File: src/rtl/uart_rx.sv
// uart_rx: 8N1 UART receiver, LSB first, fixed baud set by CLKS_PER_BIT.
// The serial line is double-flopped into the clock domain. The start bit is
// re-checked at its centre so that short glitches are rejected. Data and
// stop bits are sampled one bit period apart from that centre. A low stop
// bit raises a framing error, and the receiver then waits for the line to
// return high before it hunts for the next start bit.
`timescale 1ns/1ps
module uart_rx #(
  parameter int CLKS_PER_BIT = 217
) (
  input  logic       i_Clock,
  input  logic       i_Reset,
  input  logic       i_RX_Serial,
  output logic       o_RX_DV,
  output logic [7:0] o_RX_Byte,
  output logic       o_RX_Frame_Err,
  output logic       o_RX_Active
);

  localparam int CNT_W = $clog2(CLKS_PER_BIT) + 1;
  // Half a bit period, used to move from the start edge to the start-bit centre.
  localparam logic [CNT_W-1:0] HALF_BIT = CNT_W'((CLKS_PER_BIT - 1) / 2);
  localparam logic [CNT_W-1:0] LAST_CNT = CNT_W'(CLKS_PER_BIT - 1);
  localparam logic [CNT_W-1:0] CNT_ONE  = CNT_W'(1);

  typedef enum logic [2:0] {
    S_IDLE      = 3'd0,
    S_START     = 3'd1,
    S_DATA      = 3'd2,
    S_STOP      = 3'd3,
    S_WAIT_IDLE = 3'd4
  } state_t;

  logic             rx_meta_q;
  logic             rx_s_q;
  state_t           state_q;
  logic [CNT_W-1:0] cnt_q;
  logic [2:0]       idx_q;
  logic [7:0]       shift_q;
  logic [7:0]       shift_d;
  logic [7:0]       byte_q;
  logic             dv_q;
  logic             ferr_q;
  logic             active_q;

  // Two-flop synchroniser. It resets to the idle (high) line level.
  always_ff @(posedge i_Clock or negedge i_Reset) begin
    if (!i_Reset) begin
      rx_meta_q <= 1'b1;
      rx_s_q    <= 1'b1;
    end else begin
      rx_meta_q <= i_RX_Serial;
      rx_s_q    <= rx_meta_q;
    end
  end

  // The current sample is written into the bit position the index points at.
  always_comb begin
    shift_d         = shift_q;
    shift_d[idx_q]  = rx_s_q;
  end

  // Frame FSM. All outputs are registered, and the pulses last one cycle.
  always_ff @(posedge i_Clock or negedge i_Reset) begin
    if (!i_Reset) begin
      state_q  <= S_IDLE;
      cnt_q    <= '0;
      idx_q    <= '0;
      shift_q  <= '0;
      byte_q   <= '0;
      dv_q     <= 1'b0;
      ferr_q   <= 1'b0;
      active_q <= 1'b0;
    end else begin
      dv_q   <= 1'b0;
      ferr_q <= 1'b0;
      case (state_q)
        S_IDLE: begin
          cnt_q <= '0;
          idx_q <= '0;
          if (!rx_s_q) begin
            state_q  <= S_START;
            active_q <= 1'b1;
          end
        end
        S_START: begin
          if (cnt_q < HALF_BIT) begin
            cnt_q <= cnt_q + CNT_ONE;
          end else if (!rx_s_q) begin
            state_q <= S_DATA;
            cnt_q   <= '0;
          end else begin
            // The line went back high before the centre of the start bit,
            // so the low level was a glitch.
            state_q  <= S_IDLE;
            cnt_q    <= '0;
            active_q <= 1'b0;
          end
        end
        S_DATA: begin
          if (cnt_q < LAST_CNT) begin
            cnt_q <= cnt_q + CNT_ONE;
          end else begin
            cnt_q   <= '0;
            shift_q <= shift_d;
            if (idx_q < 3'd7) begin
              idx_q <= idx_q + 3'd1;
            end else begin
              idx_q   <= '0;
              state_q <= S_STOP;
            end
          end
        end
        S_STOP: begin
          if (cnt_q < LAST_CNT) begin
            cnt_q <= cnt_q + CNT_ONE;
          end else begin
            cnt_q <= '0;
            // Returning to IDLE at the stop-bit centre lets a start bit that
            // follows the stop bit directly be caught.
            if (rx_s_q) begin
              byte_q   <= shift_q;
              dv_q     <= 1'b1;
              state_q  <= S_IDLE;
              active_q <= 1'b0;
            end else begin
              ferr_q  <= 1'b1;
              state_q <= S_WAIT_IDLE;
            end
          end
        end
        S_WAIT_IDLE: begin
          // A break or bad frame: wait for the line to idle before rearming.
          if (rx_s_q) begin
            state_q  <= S_IDLE;
            active_q <= 1'b0;
          end
        end
        default: begin
          state_q  <= S_IDLE;
          cnt_q    <= '0;
          idx_q    <= '0;
          active_q <= 1'b0;
        end
      endcase
    end
  end

  assign o_RX_DV        = dv_q;
  assign o_RX_Byte      = byte_q;
  assign o_RX_Frame_Err = ferr_q;
  assign o_RX_Active    = active_q;

endmodule

File: config.mk
export PLATFORM = sky130hd
export DESIGN_NAME = uart_rx
export DESIGN_NICKNAME = d
export VERILOG_FILES = /design/src/rtl/uart_rx.sv
export SDC_FILE = /design/constraint.sdc
export NUM_CORES = 1
export LEC_CHECK = 0
export ABC_CLOCK_PERIOD_IN_PS = 2750
export CORE_AREA = 2 2 58 60
export DETAILED_ROUTE_END_ITERATION = 7
export DIE_AREA = 0 0 60 62
export PLACE_DENSITY = 0.79
export SETUP_SLACK_MARGIN = 0.5
export SLEW_MARGIN = 20
export SYNTH_ARGS = -nofsm -noshare
export SYNTH_HDL_FRONTEND = slang
export SYNTH_SLANG_ARGS = --single-unit
File: constraint.sdc
create_clock -name i_Clock -period 2.75 [get_ports i_Clock]
set_clock_uncertainty 0.15 [all_clocks]
set_input_delay 0.4125 -clock i_Clock [delete_from_list [all_inputs] [get_ports i_Clock]]
set_output_delay 0.4125 -clock i_Clock [all_outputs]
set_load 0.02 [all_outputs]
==> flow_metrics.tcl <==
set metrics [dict create \
    place_ws_ns 0.533 \
    dp_hpwl_microns 2300 \
    drtIter0Drc 27 \
    yosys_warnings 0 \
    diodes 0 \
    path_class "reg -> reg" \
    insertion_delay_ns 0.34 \
    required_ns 2.82 \
    cts_resized 0 \
    clkSlewWorstSetupHoldPaths_ns 0.10 \
    synth_common_cells "dfrtp_1, nand2_1, mux2_2, o21ai_0, nor2_1" \
    synth-seq-cells 36 \
    die-width_microns 60 \
    pwr-share-comb_pct 1.7 \
    fill_cells 243 \
    core_sq_um 3180 \
    post_drt_wl_per_cell_microns 14.5 \
    yosysSeqAreaShare_pct 51.2 \
    seq_power_share_pct 58.9 \
    end_kind "flip-flop" \
    max_freq_mhz 467 \
    finalHoldViolations 0 \
    finalSetupTns_ns 0 \
    first_pass_iters 4 \
    antenna_found_initial 0 \
    slowest_delay_ns 0.55 \
    grt_usage_pct 20.7 \
    worst_pin_slew_ns 0.665 \
    area_delta_synth_final_pct 15.0 \
    yosysMostFrequentCell "dfrtp_1" \
    power_uw 908 \
    rr_worst_depth 5 \
    critPathSlowestCell "dfrtp_1" \
    routed-via-count 1276 \
    crit_fanout 11 \
    peakVddDrop_mv 0.289 \
    hold_class "reg -> reg" \
    startpoint_type "flip-flop" \
    fin_crit_ns 2.14 \
    drive_gt1_share_pct 20.2 \
    via_per_inst 5.70 \
    cts_buffers 5 \
    htree_levels 2 \
    netlist_area_sq_um 1760 \
    netSwitchingPower_uw 181 \
    crit_arrival_ns 2.21 \
    power_density_nw_per_um2 448 \
    syn-num-nets 165 \
    path_cells "inv_1 > nor4b_4 > buf_4 > and4b_1 > mux2_1" \
    setup_violations 0 \
    r2r_start "state_q[1]" \
    die_height_microns 62 \
    status "finished clean" \
    drc 0 \
    grt_max_degree 37 \
    period_share_pct 77.8 \
    ctsRootBufferMaster "clkbuf_4" \
    crit_path_start "state_q[1]" \
    power.internal_uw 727 \
    core.rowCount 21 \
    synth_cells 160 \
    gp_congestion 0.911 \
    r2r-end "shift_q[2]" \
    slew_viol_final 0 \
    io_buffers 13 \
    hold_start "rx_meta_q" \
    drv_cap 0 \
    grt_pass1_vias 1170 \
    rsz0062_at_grt "false" \
    p_leak_nw 0.880 \
    die-area_sq_um 3720 \
    antenna_left 0 \
    netlist_top_cells_area "dfrtp_1, mux2_2, mux2_1" \
    nNetsFinal 182 \
    synth_top_area_cell "dfrtp_1" \
    power_frac_clock_pct 39.4 \
    clock_path_buffers 2 \
    timing.critical_path.to "shift_q[2]" \
    slew_headroom_pct 55.5 \
    start_util_pct 55.5 \
    switching_share_pct 20.0 \
    cts_tree "yes" \
    ios 14 \
    yosysTopAreaCellShare_pct 48.2 \
    async_reset_ff_share_pct 100 \
    fin_ws_ns 0.609 \
    ys.flop_type "dfrtp_1" \
    ys_types 47 \
    syn_avg_cell_area_sq_um 11.0 \
    reg2reg_setup_slack_ns 0.61 \
    synth-edff-count 0 \
    cts_sinks 36 \
    postRouteWirelength_microns 3250 \
    grt-ovfl-total 0 \
    grt_pass1_wl_microns 5500 \
]
## per-layer routing
metal,track usage (%),share of wire (%),up-vias
met3,7.45,4.4,5
met5,0,0,-
met2,35.6,52,29
li1,-,-,619
met4,6.67,1.2,0
met1,24.2,43,623
## layout by cell type, fill, tap and decap left out, types with 2 or more instances in the layout
| master | instances |
|---|---|
| nand4b_1 | 2 |
| mux2_1 | 5 |
| o211ai_1 | 6 |
| a22o_1 | 2 |
| a21oi_1 | 4 |
| nor3_1 | 4 |
| o31ai_1 | 2 |
| clkdlybuf4s50_1 | 13 |
| dfstp_2 | 2 |
| clkbuf_4 | 5 |
| nor4_1 | 2 |
| nor2_1 | 7 |
| o21ai_0 | 11 |
| dfrtp_1 | 34 |
| inv_1 | 5 |
| ha_1 | 2 |
| nor2b_1 | 4 |
| nand2_1 | 14 |
| buf_4 | 4 |
| o32ai_1 | 2 |
| nand3_1 | 6 |
| nand2b_1 | 4 |
| or2_2 | 2 |
| mux2_2 | 11 |
## sequential cells by signal, summed over array words and instances, names as in the netlist
register,flops
o_RX_Byte,8
idx_q,3
rx_meta_q,1
rx_s_q,1
o_RX_Frame_Err,1
cnt_q,9
state_q,3
o_RX_DV,1
o_RX_Active,1
shift_q,8
## how the worst min path moves through the flow
stage / to / cells past startpoint
final: rx_s_q / 0
after global routing: rx_s_q / 0
after CTS: rx_s_q / 0
after floorplan: cnt_q[0] / 0
after global placement: rx_s_q / 0
after detailed placement: rx_s_q / 0
## power groups by stage
| stage | registers (mW) | logic [mW] | clock network (mW) |
|---|---|---|---|
| after global placement | 0.545 | 0.0163 | 0 |
| after detailed placement | 0.545 | 0.0167 | 0 |
| after global routing | 0.536 | 0.0181 | 0.395 |
| after floorplan | 0.543 | 0.00351 | 0 |
| after CTS | 0.535 | 0.0168 | 0.366 |
| final | 0.535 | 0.0159 | 0.358 |
## what timing repair did
action                                  in CTS  in global routing
hold buffers                                 0                  0
endpoints found under the hold margin        0                  0
endpoints found under the setup margin       0                  1
setup buffers                                0                  3
## kinds of logic (layout without fill, tap and decap cells)
family / Yosys count / after routing / synth area share (%)
compound gates: 37 / 37 / 14.8
xor+xnor: 1 / 1 / 0.497
fa+ha+maj: 3 / 3 / 1.99
buf+inv: 12 / 30 / 2.69
flops: 36 / 36 / 51.2
mux: 16 / 16 / 10.2
simple gates: 55 / 55 / 18.6
## per-stage QoR
stage | std cells | area, sq um | util, % | hold slack, ns
3_5_place_dp | 213 | 1930 | 60.7 | 0.205
6_report | 224 | 2030 | 63.8 | 0.218
5_1_grt | 224 | 2030 | 63.8 | 0.229
4_1_cts | 221 | 2010 | 63.1 | 0.221
3_3_place_gp | 213 | 1930 | 60.7 | 0.197
2_1_floorplan | 160 | 1760 | - | -0.0331
## cell type report
type | instances | area, sq um | area share [%]
Sequential cell | 36 | 903 | 44.5
Inverter | 5 | 18.8 | 0.925
Multi-Input combinational cell | 112 | 813 | 40.1
Timing Repair Buffer | 17 | 160 | 7.89
Tap cell | 46 | 57.6 | 2.84
Clock buffer | 6 | 41.3 | 2.03
Clock inverter | 2 | 35.0 | 1.73
## critical path: cells and delay by family (launching register included)
kind / cells / cell delay, ns
and+or+nand+nor: 2 / 0.63
DFF: 1 / 0.55
buffers and inverters: 2 / 0.38
muxes: 1 / 0.31
(Power assumes the default switching activity.)
